**src/rtl/mdu_pkg.sv**
```systemverilog
// Shared encodings and op-class helpers for the iterative multiply/divide unit.
package mdu_pkg;

   typedef enum logic [2:0] {
      MDU_MUL    = 3'b000,
      MDU_MULH   = 3'b001,
      MDU_MULHSU = 3'b010,
      MDU_MULHU  = 3'b011,
      MDU_DIV    = 3'b100,
      MDU_DIVU   = 3'b101,
      MDU_REM    = 3'b110,
      MDU_REMU   = 3'b111
   } mdu_op_e;

   typedef enum logic [1:0] {
      ST_IDLE = 2'd0,
      ST_CALC = 2'd1,
      ST_FIX  = 2'd2,
      ST_DONE = 2'd3
   } mdu_state_e;

   function automatic logic is_div(mdu_op_e op);
      return op inside {MDU_DIV, MDU_DIVU, MDU_REM, MDU_REMU};
   endfunction

   function automatic logic is_rem(mdu_op_e op);
      return op inside {MDU_REM, MDU_REMU};
   endfunction

   function automatic logic is_signed_a(mdu_op_e op);
      return op inside {MDU_MULH, MDU_MULHSU, MDU_DIV, MDU_REM};
   endfunction

   function automatic logic is_signed_b(mdu_op_e op);
      return op inside {MDU_MULH, MDU_DIV, MDU_REM};
   endfunction

endpackage

```
**src/rtl/mul_div_unit_if.sv**
```systemverilog
// Start/done handshake bundle between the execute-stage control and the multiply/divide unit.
interface mul_div_unit_if #(
   parameter int WIDTH = 32
);
   logic             start;
   logic             flush;
   logic [2:0]       op;
   logic [WIDTH-1:0] a;
   logic [WIDTH-1:0] b;
   logic             busy;
   logic             done;
   logic [WIDTH-1:0] y;
   logic             zero;

   modport master (output start, flush, op, a, b, input busy, done, y, zero);
   modport slave  (input start, flush, op, a, b, output busy, done, y, zero);
endinterface

```
**src/rtl/mdu_sign_fix.sv**
```systemverilog
// Conditional two's-complement negate: magnitude conversion on entry and sign restore on exit.
module mdu_sign_fix #(
   parameter int WIDTH = 32
) (
   input  logic [WIDTH-1:0] val,
   input  logic             neg,
   output logic [WIDTH-1:0] res
);

   assign res = neg ? (~val + {{(WIDTH-1){1'b0}}, 1'b1}) : val;

endmodule

```
**src/rtl/mul_div_unit.sv**
```systemverilog
// Iterative radix-2 multiply/divide unit (RV32M semantics at WIDTH bits), start/done handshake.
//
// state   | meaning
// IDLE    | waiting for start; special cases resolve straight to DONE
// CALC    | one shift-add or restoring shift-subtract step per cycle, cnt counts down to 1
// FIX     | sign correction and half/quotient/remainder select, y and zero written
// DONE    | done pulse, back to IDLE
module mul_div_unit
   import mdu_pkg::*;
#(
   parameter int WIDTH = 32,
   parameter int CNT_W = $clog2(WIDTH) + 1
) (
   input  logic          clk,
   input  logic          rst_n,
   mul_div_unit_if.slave bus
);

   localparam logic [WIDTH-1:0] MIN_VAL = {1'b1, {(WIDTH-1){1'b0}}};

   mdu_state_e         state;
   mdu_op_e            op_in;
   mdu_op_e            op_q;
   logic [CNT_W-1:0]   cnt;
   logic [2*WIDTH-1:0] prod;
   logic [2*WIDTH-1:0] prod_step;
   logic [2*WIDTH-1:0] fix_raw;
   logic [2*WIDTH-1:0] fix_res;
   logic [WIDTH-1:0]   opnd;
   logic [WIDTH-1:0]   mag_a;
   logic [WIDTH-1:0]   mag_b;
   logic [WIDTH-1:0]   y_special;
   logic [WIDTH-1:0]   y_fix;
   logic [WIDTH-1:0]   y_r;
   logic [WIDTH:0]     add_sum;
   logic [WIDTH:0]     rem_cand;
   logic [WIDTH:0]     rem_diff;
   logic               neg_a;
   logic               neg_b;
   logic               neg_in;
   logic               neg_q;
   logic               div_by_zero;
   logic               ovf;
   logic               special;
   logic               busy_r;
   logic               done_r;
   logic               zero_r;

   assign op_in = mdu_op_e'(bus.op);
   assign neg_a = is_signed_a(op_in) & bus.a[WIDTH-1];
   assign neg_b = is_signed_b(op_in) & bus.b[WIDTH-1];

   mdu_sign_fix #(.WIDTH(WIDTH)) u_mag_a (.val(bus.a), .neg(neg_a), .res(mag_a));
   mdu_sign_fix #(.WIDTH(WIDTH)) u_mag_b (.val(bus.b), .neg(neg_b), .res(mag_b));

   always_comb begin
      div_by_zero = is_div(op_in) && (bus.b == '0);
      ovf         = ((op_in == MDU_DIV) || (op_in == MDU_REM)) && (bus.a == MIN_VAL) && (bus.b == '1);
      special     = div_by_zero || ovf;
      if (div_by_zero) begin
         y_special = is_rem(op_in) ? bus.a : '1;
      end else begin
         y_special = is_rem(op_in) ? '0 : bus.a;
      end
      // remainder follows the dividend; products and quotients follow the operand sign xor
      neg_in = is_rem(op_in) ? neg_a : (neg_a ^ neg_b);
   end

   // prod holds {partial product, multiplier} for MUL*, {remainder, quotient} for DIV*/REM*
   always_comb begin
      add_sum  = {1'b0, prod[2*WIDTH-1:WIDTH]} + {1'b0, opnd};
      rem_cand = prod[2*WIDTH-1:WIDTH-1];
      rem_diff = rem_cand - {1'b0, opnd};
      if (is_div(op_q)) begin
         if (!rem_diff[WIDTH]) begin
            prod_step = {rem_diff[WIDTH-1:0], prod[WIDTH-2:0], 1'b1};
         end else begin
            prod_step = {rem_cand[WIDTH-1:0], prod[WIDTH-2:0], 1'b0};
         end
      end else if (prod[0]) begin
         prod_step = {add_sum, prod[WIDTH-1:1]};
      end else begin
         prod_step = {1'b0, prod[2*WIDTH-1:WIDTH], prod[WIDTH-1:1]};
      end
   end

   always_comb begin
      if (is_div(op_q)) begin
         fix_raw = {{WIDTH{1'b0}}, is_rem(op_q) ? prod[2*WIDTH-1:WIDTH] : prod[WIDTH-1:0]};
      end else begin
         fix_raw = prod;
      end
      y_fix = ((op_q == MDU_MUL) || is_div(op_q)) ? fix_res[WIDTH-1:0] : fix_res[2*WIDTH-1:WIDTH];
   end

   // negating the zero-extended quotient/remainder at 2*WIDTH leaves the correct low half
   mdu_sign_fix #(.WIDTH(2*WIDTH)) u_res_fix (.val(fix_raw), .neg(neg_q), .res(fix_res));

   always_ff @(posedge clk or negedge rst_n) begin
      if (!rst_n) begin
         state  <= ST_IDLE;
         op_q   <= MDU_MUL;
         cnt    <= '0;
         prod   <= '0;
         opnd   <= '0;
         neg_q  <= 1'b0;
         busy_r <= 1'b0;
         done_r <= 1'b0;
         y_r    <= '0;
         zero_r <= 1'b1;
      end else if (bus.flush) begin
         state  <= ST_IDLE;
         cnt    <= '0;
         busy_r <= 1'b0;
         done_r <= 1'b0;
      end else begin
         case (state)
            ST_IDLE: begin
               done_r <= 1'b0;
               if (bus.start) begin
                  op_q   <= op_in;
                  busy_r <= 1'b1;
                  if (special) begin
                     y_r    <= y_special;
                     zero_r <= (y_special == '0);
                     done_r <= 1'b1;
                     state  <= ST_DONE;
                  end else begin
                     neg_q <= neg_in;
                     opnd  <= is_div(op_in) ? mag_b : mag_a;
                     prod  <= {{WIDTH{1'b0}}, is_div(op_in) ? mag_a : mag_b};
                     cnt   <= CNT_W'(WIDTH);
                     state <= ST_CALC;
                  end
               end
            end
            ST_CALC: begin
               prod <= prod_step;
               cnt  <= cnt - 1'b1;
               if (cnt == CNT_W'(1)) begin
                  state <= ST_FIX;
               end
            end
            ST_FIX: begin
               y_r    <= y_fix;
               zero_r <= (y_fix == '0);
               done_r <= 1'b1;
               state  <= ST_DONE;
            end
            ST_DONE: begin
               done_r <= 1'b0;
               busy_r <= 1'b0;
               state  <= ST_IDLE;
            end
            default: begin
               busy_r <= 1'b0;
               done_r <= 1'b0;
               state  <= ST_IDLE;
            end
         endcase
      end
   end

   assign bus.busy = busy_r;
   assign bus.done = done_r;
   assign bus.y    = y_r;
   assign bus.zero = zero_r;

endmodule

```
**src/flat_wrapper.sv**
```systemverilog
// flat-port wrapper written by rule: the top's interface ports become plain ports
module mul_div_unit_flat import mdu_pkg::*;
#(
   parameter int WIDTH = 32,
   parameter int CNT_W = $clog2(WIDTH) + 1
)
  (clk, rst_n, bus_start, bus_flush, bus_op, bus_a, bus_b, bus_busy, bus_done, bus_y, bus_zero);
  mul_div_unit_if #(.WIDTH(WIDTH)) bus_i ();
  input  logic clk;
  input  logic rst_n;
  input wire logic [$bits(bus_i.start)-1:0] bus_start;
  input wire logic [$bits(bus_i.flush)-1:0] bus_flush;
  input wire logic [$bits(bus_i.op)-1:0] bus_op;
  input wire logic [$bits(bus_i.a)-1:0] bus_a;
  input wire logic [$bits(bus_i.b)-1:0] bus_b;
  output wire logic [$bits(bus_i.busy)-1:0] bus_busy;
  output wire logic [$bits(bus_i.done)-1:0] bus_done;
  output wire logic [$bits(bus_i.y)-1:0] bus_y;
  output wire logic [$bits(bus_i.zero)-1:0] bus_zero;
  assign bus_i.start = bus_start;
  assign bus_i.flush = bus_flush;
  assign bus_i.op = bus_op;
  assign bus_i.a = bus_a;
  assign bus_i.b = bus_b;
  assign bus_busy = bus_i.busy;
  assign bus_done = bus_i.done;
  assign bus_y = bus_i.y;
  assign bus_zero = bus_i.zero;
  mul_div_unit #(.WIDTH(WIDTH), .CNT_W(CNT_W)) u_core (.clk(clk), .rst_n(rst_n), .bus(bus_i));
endmodule
```
**config.mk**
```make
export PLATFORM = sky130hd
export DESIGN_NAME = mul_div_unit_flat
export DESIGN_NICKNAME = d
export VERILOG_FILES = /design/src/rtl/mdu_pkg.sv /design/src/rtl/mul_div_unit_if.sv /design/src/rtl/mdu_sign_fix.sv /design/src/rtl/mul_div_unit.sv /design/src/flat_wrapper.sv
export SDC_FILE = /design/constraint.sdc
export NUM_CORES = 1
export LEC_CHECK = 0
export BUFFER_PORTS_ARGS = -buffer_cell sky130_fd_sc_hd__buf_2
export CORE_MARGIN = 5
export CORE_UTILIZATION = 35
export CTS_BUF_LIST = sky130_fd_sc_hd__clkbuf_16
export DETAILED_ROUTE_END_ITERATION = 16
export GPL_ROUTABILITY_DRIVEN = 1
export SYNTH_ARGS = -nofsm -noshare
export SYNTH_HDL_FRONTEND = slang
export SYNTH_SLANG_ARGS = --single-unit
```
**constraint.sdc**
```tcl
create_clock -name clk -period 7.11 [get_ports clk]
set_clock_uncertainty 0.1 [all_clocks]
set_input_delay 0.3555 -clock clk [delete_from_list [all_inputs] [get_ports clk]]
set_output_delay 0.3555 -clock clk [all_outputs]
set_load 0.01 [all_outputs]
```
# Yosys cells after proc, flatten, opt, wreduce, memory -nomap -nowiden
# Cells that the tools add are included.
[classes] muxes=40 addsub=6 reduce_logical=29 n_eq_ne=22 bitwise=8
[op_table] cell="$mux W64" n=7
[op_table] cell="$mux W32" n=11
[op_table] cell="$pmux W64 S2" n=1
[op_table] cell="$logic_not A32 Y1" n=3
[op_table] cell="$add A32 B1 Y32 const B" n=2
[op_table] cell="$add A64 B1 Y64 const B" n=1
[op_table] cell="$eq A32 B32 Y1 const B" n=2
[op_table] cell="$not A32 Y32" n=2
[op_table] cell="$not A64 Y64" n=1
[op_table] cell="$pmux W32 S2" n=1
[op_table] cell="$add A32 B32 Y33" n=1
[op_table] cell="$sub A33 B32 Y33" n=1
[op_table] cell="$eq A3 B3 Y1 const B" n=8
[op_table] cell="$mux W6" n=3
[op_table] cell="$reduce_bool A4 Y1" n=4
[op_table] cell="$pmux W6 S2" n=1
[op_table] cell="$reduce_and A4 Y1" n=3
[op_table] cell="$reduce_bool A3 Y1" n=3
[op_table] cell="$mux W1" n=8
[op_table] cell="$mux W2" n=4
[op_table] cell="$pmux W2 S4" n=1
[op_table] cell="$reduce_bool A2 Y1" n=4
[op_table] cell="$eq A6 B1 Y1 const B" n=1
[op_table] cell="$ne A3 B3 Y1 const B" n=2
[op_table] cell="other kinds (19)" n=30
[totals] reg_bits=143 in_bits=71 out_inout_bits=35 word_cells=115

# Longest topological paths before layout
# Gate-level depths: netlist of run 1.
[depth] depth_word=10 ltp_mapped=17

# Modules after synthesis
# Synthesis of run 1 repeated with hierarchy kept, for this count alone.
[unflattened] cells_unflattened=2029 hier_area_um2=16434.5
[modules_own_cells] module="mul_div_unit" cells_each=1625 n_inst=1 area_per_inst_um2=13231.4
[modules_own_cells] module="mdu_sign_fix at u_core.u_res_fix" cells_each=206 n_inst=1 area_per_inst_um2=1649.1
[modules_own_cells] module="mdu_sign_fix at u_core.u_mag_a ..." cells_each=99 n_inst=2 area_per_inst_um2=777.0

# Worst setup path after synthesis of run 1
# No wires, ideal clock.
[synth_path] path_kind="register to register" startpoint="register u_core.op_q[2]" endpoint="register u_core.zero_r (netlist: u_core.bus.zero)" path_slack_ns=2.745 arrival_time_ns=4.194 required_time_ns=6.938 synth_period_minus_slack_ns=4.365 stages_incl_launch_ff=18 path_cell_list="dfrtp_1 buf_2 nand2_1 clkbuf_1 clkbuf_1 buf_1 mux2i_1 ha_1 o21a_1 nand3_1 buf_6 nor3_1 mux2_2 a211oi_1 nand4_1 a2111oi_2 nand4_1 o21ai_1"
[synth_via] elab_chain_len=10
[synth_lines] item="start, declared" line="mul_div_unit.sv:23" source="mdu_op_e op_q;"
[synth_lines] item="start signal, assigned" line="mul_div_unit.sv:121" source="op_q <= op_in;"
[synth_lines] item="$eq A3 B3 Y1" line="mdu_pkg.sv:23, mdu_pkg.sv:27"
[synth_lines] item="$reduce_bool A2 Y1" line="mdu_pkg.sv:27" source="return op inside {MDU_REM, MDU_REMU};"
[synth_lines] item="$mux W32" line="mul_div_unit.sv:89" source="fix_raw = {{WIDTH{1'b0}}, is_rem(op_q) ? prod[2*WIDTH-1:WIDTH] : prod[WIDTH-1:0]};"
[synth_lines] item="$mux W64" line="mul_div_unit.sv:88" source="if (is_div(op_q)) begin"
[synth_lines] item="$not A64 Y64" line="mdu_sign_fix.sv:10" source="assign res = neg ? (~val + {{(WIDTH-1){1'b0}}, 1'b1}) : val;"
[synth_lines] item="$add A64 B1 Y64" line="mdu_sign_fix.sv:10"
[synth_lines] item="$mux W64" line="mdu_sign_fix.sv:10"
[synth_lines] item="$mux W32 (*)" line="mul_div_unit.sv:93" source="y_fix = ((op_q == MDU_MUL) || is_div(op_q)) ? fix_res[WIDTH-1:0] : fix_res[2*WIDTH-1:WIDTH];"
[synth_lines] item="$logic_not A32 Y1 (*)" line="mul_div_unit.sv:146" source="zero_r <= (y_fix == '0);"
[synth_lines] item="$pmux W1 S2 (*)" line="mul_div_unit.sv:117" source="case (state)"
[synth_lines] item="end signal, assigned" line="mul_div_unit.sv:125" source="zero_r <= (y_special == '0);"
[synth_lines] item="end signal, assigned" line="mul_div_unit.sv:146"
[synth_lines] item="end, declared" line="mul_div_unit.sv:47" source="logic zero_r;"
# Every way passes the cells marked *; elsewhere a longest branch is shown, timed or not.
# A chain may end at the register's enable or synchronous reset.

# Worst setup path after layout of run 1
[layout_path] startpoint="register u_core.op_q[1]" endpoint="register u_core.zero_r (netlist: u_core.bus.zero)"
# The elaborated chain is that of the path after synthesis.

==> metrics.txt, run 1 <==
Worst path most repeated cell nand4bb_1; # IOs 106; Primary FF master, synth dfrtp_1; Cell Area, Synth 16700 um^2; register area share after synthesis 21.5%; port bufs 105; clk sinks 143; TritonCTS Buffers 17; die width 228 um; f_max 195 MHz; status finished clean; Final Critical Period 5.12 ns; H-Tree Depth 4; GR Overflow Total 0; RSZ-0062 raised after global routing false; Via density 6.42; cell taking the most area after synthesis dfrtp_1; post-synthesis register bit count 143; # hold bufs at CTS 1; initial core utilization 35.1%; crit share post-route 72.0%; Max clock buf depth 2; WP data required 7.40 ns; synth warn 0; Final Max Tran Viols 0; FFs w/ async S/R, synth 100%; CP endpoint kind flop; Final Hold Fails 0; Post-Route WL 76200 um; maximum vdd drop 0.000254 V; gpl congestion 0.957; Syn Inst Count 2274; top cell type's share of synthesized area 21.3%; die height 228 um; commonest non-fill, non-tap cell in the layout nor2_1; ranking of synthesized cells by area dfrtp_1 (21%), a21oi_1 (6.3%), nor2_1 (5.8%), o21ai_0 (5.6%), ha_1 (5.6%); WP buf/inv 1; worst hold path class in2reg; Pwr per Cell Area 523 nW/um^2; DRC Markers 0; largest net degree at the start of global routing 122; vias in the first global route 17600; WS Path Type reg2reg; first-pass GRT wire length 113000 um; Leak 7.49 nW; final instance area 18200 um^2; initial antenna violation count 3; Detail Placement HPWL 57700 um; CP peak stage delay 0.82 ns; Post-synth EDFFs 0; Final nets 2417; core area 47400 um^2; normalized max-slew margin 22.6%; First-pass DRT Iterations 6; syn nets 2421; critical-path cell list buf_4, nand4bb_1, a222oi_1, nand3_1, nand4bb_1, a221oi_1, a21oi_1, or4b_1, a2111oi_2, nand4_1, o21ai_1; Finish-stage setup viols 0; Crit path arrival time 5.41 ns; ratio of cells with drive above 1 in the final layout 11.4%; Antenna Violating Nets Remaining 0; Tot GR Track Use 28.0%; 1st-iter DRT viols 2323; clock latency on the worst-skew pair 0.46 ns; wire per inst 26.3 um; Total Negative Setup Slacks 0 ns; Layout area overhead 9.40%; Post-DP Area 17700 um^2; CTS root buffer clkbuf_16; Worst Max-Slew Pin Slew 1.16 ns; clock-pin transition on the worst setup and hold timing paths 0.06 ns; post_cts resized 0; CP Launch Type flop; max_cap viols 0; delay-heaviest family, CP simple AND/OR/NAND/NOR gates; Crit Path Max Fanout 31; Die Footprint 52100 um^2; Yosys cell types 88; # Post-CTS Setup Buffers 0; CTS tree built; Avg Synthesized Cell Area 7.33 um^2; Cell Rows 80; Via Count 18600; Critical-path top delay cell dfrtp_2; most frequent cells in the layout nor2_1 (256), a21oi_1 (209), nand2_1 (196)
[cells in the mapped netlist (10+ instances only)]
cell type and n:
xor2_1 60, nand4_1 26, dfrtp_1 142, mux2i_1 48
o211ai_1 34, inv_1 75, nand2_1 197, mux2_2 43
a211oi_1 91, a21o_1 44, buf_1 16, a31oi_1 39
and2_1 14, a21oi_1 211, nor2b_1 12, ha_1 74
nor4_1 33, o21ai_0 188, xnor2_1 74, o31ai_1 22
a211o_1 10, nor3_1 59, or4_1 13, nand3_1 52
o221ai_1 13, nand2b_1 15, nor2_1 257, or3_1 14
clkbuf_1 144, o41ai_1 16, o21a_1 18, and3_1 20
[flip-flops by register name, summed over array words and instances (netlist names)]
name / count
u_core.neg_q: 1
u_core.bus.y: 32
u_core.bus.zero: 1
u_core.bus.done: 1
u_core.state: 2
u_core.bus.busy: 1
u_core.op_q: 3
u_core.opnd: 32
u_core.cnt: 6
u_core.prod: 64
[worst paths after layout]
kind                       slack (ns)  cells after the start             start               end
hold reg to reg                  0.37                      1  u_core.bus.y[19]  u_core.bus.y[19]
max in group asynchronous        5.26                      3             rst_n    u_core.op_q[2]
min in group asynchronous        0.35                      2             rst_n  u_core.bus.y[12]
setup reg to reg                 1.99                     11    u_core.op_q[1]   u_core.bus.zero
hold / removal                   0.14                      2         bus_flush   u_core.bus.busy
setup / recovery                 1.99                     11    u_core.op_q[1]   u_core.bus.zero
[logic make-up (layout without fill, tap and decap cells)]
family | after synthesis | in the layout | synth area share, %
xor gates and xnor gates | 134 | 134 | 7.04
other | 0 | 1 | 0
and+or+nand+nor | 767 | 767 | 22.3
adders and majority gates | 76 | 76 | 5.80
muxes | 91 | 91 | 5.79
AOI/OAI and AO/OA | 811 | 811 | 31.6
buffers and inverters | 252 | 261 | 5.98
DFF | 143 | 143 | 21.5
[power breakdown]
group	switching (W)	internal [W]	total [W]
registers	0.000866	0.00116	0.00202
clock network	0.000415	0.000486	0.000901
logic	0.00423	0.00238	0.00661
[layer usage]
metal / vias up / wire length, um / track usage, %
met5: - / 0 / 0
met4: 0 / 4030 / 13.2
met3: 205 / 7150 / 5.48
met2: 1006 / 33500 / 43.4
met1: 8946 / 31500 / 37.7
li1: 8469 / - / -
[cell type report]
type                       instances  area [um^2]
tap                              615          769
clock inverter                    15          136
timing repair buffer             151          882
multi-input combinational       1879        12100
clock buffer                      17          425
antenna                            1         2.50
fill                            5036        29200
inverter                          78          293
sequential                       143         3580
[stage by stage]
step                cells  total power, W  setup slack, ns  utilization (%)  hold WS, ns
floorplan            2274         0.00611             2.74                -      -0.0401
CTS                  2898         0.00930             2.10             38.4        0.126
global route         2898          0.0101             1.70             38.4        0.129
finish               2899         0.00953             1.99             38.4        0.141
detailed placement   2865         0.00836             2.14             37.2        0.286
global placement     2865         0.00835             2.24             37.2        0.273
Power figures use the tool's default switching activity.
==> run 2, diff against run 1 <==
- clock period: 7.11 -> 5.2 ns (I/O delays scaled with it)
==> run 2 against run 1 <==
First-iteration DRC count grew 3.0%. Final area grew 1.2%. Register-to-register slack lost 1.4 ns. Clock power grew 50%. Cell count grew 0.66%. Power grew 36%. Critical endpoint is now u_core.prod[41]. Largest cell class unchanged. Largest power group unchanged.
==> metrics.txt, run 2 (synthesis gave the netlist of run 1 again) <==
CP peak stage delay 0.47 ns (-0.35 ns); First-pass DRT Iterations 6 (unchanged); Biggest register u_core.prod; CP endpoint kind flop; CTS root buffer clkbuf_16; Pwr per Cell Area 705 nW/um^2 (+35%); Total Negative Setup Slacks 0 ns (unchanged); Via Count 18600 (-0.13%); Final Critical Period 4.59 ns (-0.529 ns); post_cts resized 0 (unchanged); Max clock buf depth 2 (unchanged); initial core utilization 35.1% (unchanged); Layout area overhead 10.7%; DRC Markers 0 (unchanged); maximum vdd drop 0.000346 V (+36%); final instance area 18400 um^2 (+1.2%); largest net degree at the start of global routing 120 (-1.6%); Finish-stage setup viols 0 (unchanged); Int Power 0.00573 W (+43%); f_max 218 MHz (+12%); Largest register FFs 64 (unchanged); ratio of cells with drive above 1 in the final layout 12.2% (+0.73 points); Clock power frac 10.4% (+1.0 points); CTS tree built; Total Power 0.0130 W (+36%); Via density 6.37 (-0.78%); most frequent cells in the layout nor2_1 (257), a21oi_1 (209), nand2_1 (196); worst hold slack 0.0419 ns (-0.0990 ns); Die Footprint 52100 um^2 (unchanged); Leak 7.62 nW (+1.8%); 1st-iter DRT viols 2393 (+3.0%); first-pass GRT wire length 111000 um (-2.1%); worst hold path class in2reg; RSZ-0062 raised after global routing false; Final Max Tran Viols 0 (unchanged); die height 228 um (unchanged); port bufs 105 (unchanged); Worst Max-Slew Pin Slew 1.05 ns (-0.113 ns); Seq pwr share 20.6% (-0.6 points); critical-path cell list inv_1, ha_1, inv_1, fa_1, a21oi_1, o21bai_1, nor4_1, o32ai_1, o2111ai_1, nand2_1, and3_1, nor2_1, mux2_2, a221o_1; vias in the first global route 17500 (-0.66%); Crit path arrival time 4.84 ns (-0.57 ns); gpl congestion 1.03 (+7.3%); WS Path Type reg2reg; Final nets 2437 (+0.83%); delay-heaviest family, CP compound AO/OA/AOI/OAI gates; clock latency on the worst-skew pair 0.47 ns (about the same); Post-Route WL 73600 um (-3.4%); clock-pin transition on the worst setup and hold timing paths 0.07 ns (about the same); Critical-path top delay cell nor2_1; # diodes 0 (-1); commonest non-fill, non-tap cell in the layout nor2_1; crit share post-route 88.3% (+16 points); WP data required 5.44 ns (-1.96 ns); Net Sw Frac 55.9% (-1.9 points); Cell Rows 80 (unchanged); CP Launch Type flop; Crit Path Max Fanout 7 (-77%); # IOs 106 (unchanged); number of fill cells 5049 (+0.26%); Worst path most repeated cell inv_1; WP buf/inv 2 (+1); H-Tree Depth 4 (unchanged); Tot GR Track Use 27.1% (-0.89 points); Final Hold Fails 0 (unchanged); max_cap viols 0 (unchanged); Post-DP Area 17800 um^2 (+0.91%); Antenna Violating Nets Remaining 0 (unchanged); wire per inst 25.2 um (-4.0%); normalized max-slew margin 29.9% (+7.3 points); NetSw 0.00727 W (+32%); initial antenna violation count 3 (unchanged); final setup margin 0.608 ns (-1.38 ns); status finished clean; core area 47400 um^2 (unchanged); Detail Placement HPWL 56800 um (-1.4%); TritonCTS Buffers 17 (unchanged); pre-CTS WS 0.765 ns (-1.38 ns); Combinational Power Share 69.0% (-0.3 points); die width 228 um (unchanged); GR Overflow Total 0 (unchanged); clk sinks 143 (unchanged)
==> run 2: cell types whose count changed in the layout (fill, tap and decap cells not counted), moves of 2 or more <==
| cell | change |
|---|---|
| clkinvlp_4 | -2 |
| buf_4 | +19 |
| inv_8 | -2 |
| bufinv_16 | +3 |
==> run 2: through the flow <==
stage | instances | utilization [%]
4_1_cts | 2918 | 38.9
3_3_place_gp | 2885 | 37.6
5_1_grt | 2918 | 38.9
2_1_floorplan | 2274 | -
3_5_place_dp | 2885 | 37.6
6_report | 2918 | 38.9
==> run 2: cell type report <==
class	count	area [um^2]	area share, %
clock buffer	17	425	2.31
tap	615	769	4.17
inverter	78	293	1.59
clock inverter	15	194	1.05
multi-input combinational	1879	12100	65.8
sequential	143	3580	19.4
timing repair buffer	171	1040	5.66
==> run 2: worst paths after layout <==
| path | from | to | slack [ns] | depth (start not counted) |
|---|---|---|---|---|
| min reg2reg | u_core.bus.y[21] | u_core.bus.y[21] | 0.37 | 1 |
| max in group asynchronous | rst_n | u_core.op_q[2] | 3.68 | 3 |
| max reg2reg | u_core.prod[31] | u_core.prod[41] | 0.61 | 14 |
| min in group asynchronous | rst_n | u_core.bus.y[4] | 0.18 | 2 |
| min | bus_flush | u_core.bus.done | 0.04 | 2 |
| max | u_core.prod[31] | u_core.prod[41] | 0.61 | 14 |
==> run 2: what timing repair did <==
action / CTS / global route
buffers inserted: 0 / 0
endpoints found under the hold margin: 46 / 0
hold buffers: 1 / 0
==> run 2: power groups by stage <==
stage | Sequential [W] | Clock (W) | Combinational, W
final | 0.00268 | 0.00135 | 0.00897
after global routing | 0.00270 | 0.00142 | 0.00965
after CTS | 0.00260 | 0.00137 | 0.00873
after detailed placement | 0.00262 | 0 | 0.00867
after global placement | 0.00260 | 0 | 0.00863
after floorplan | 0.00203 | 0 | 0.00633
==> run 2: worst reg2reg max path: cells and delay by family (launching register included) <==
family	cells	cell delay, ns
compound gates	5	1.30
simple gates	4	1.29
fa+ha+maj	2	0.62
mux	1	0.40
buf+inv	2	0.29
flops	1	0.46
==> run 2: per-layer routing <==
layer,up-vias,routed length (um),track usage (%)
li1,8499,-,-
met1,8916,30900,36.2
met2,1008,32500,42.4
met3,175,6640,5.96
met4,4,3510,11.6
met5,-,65,0
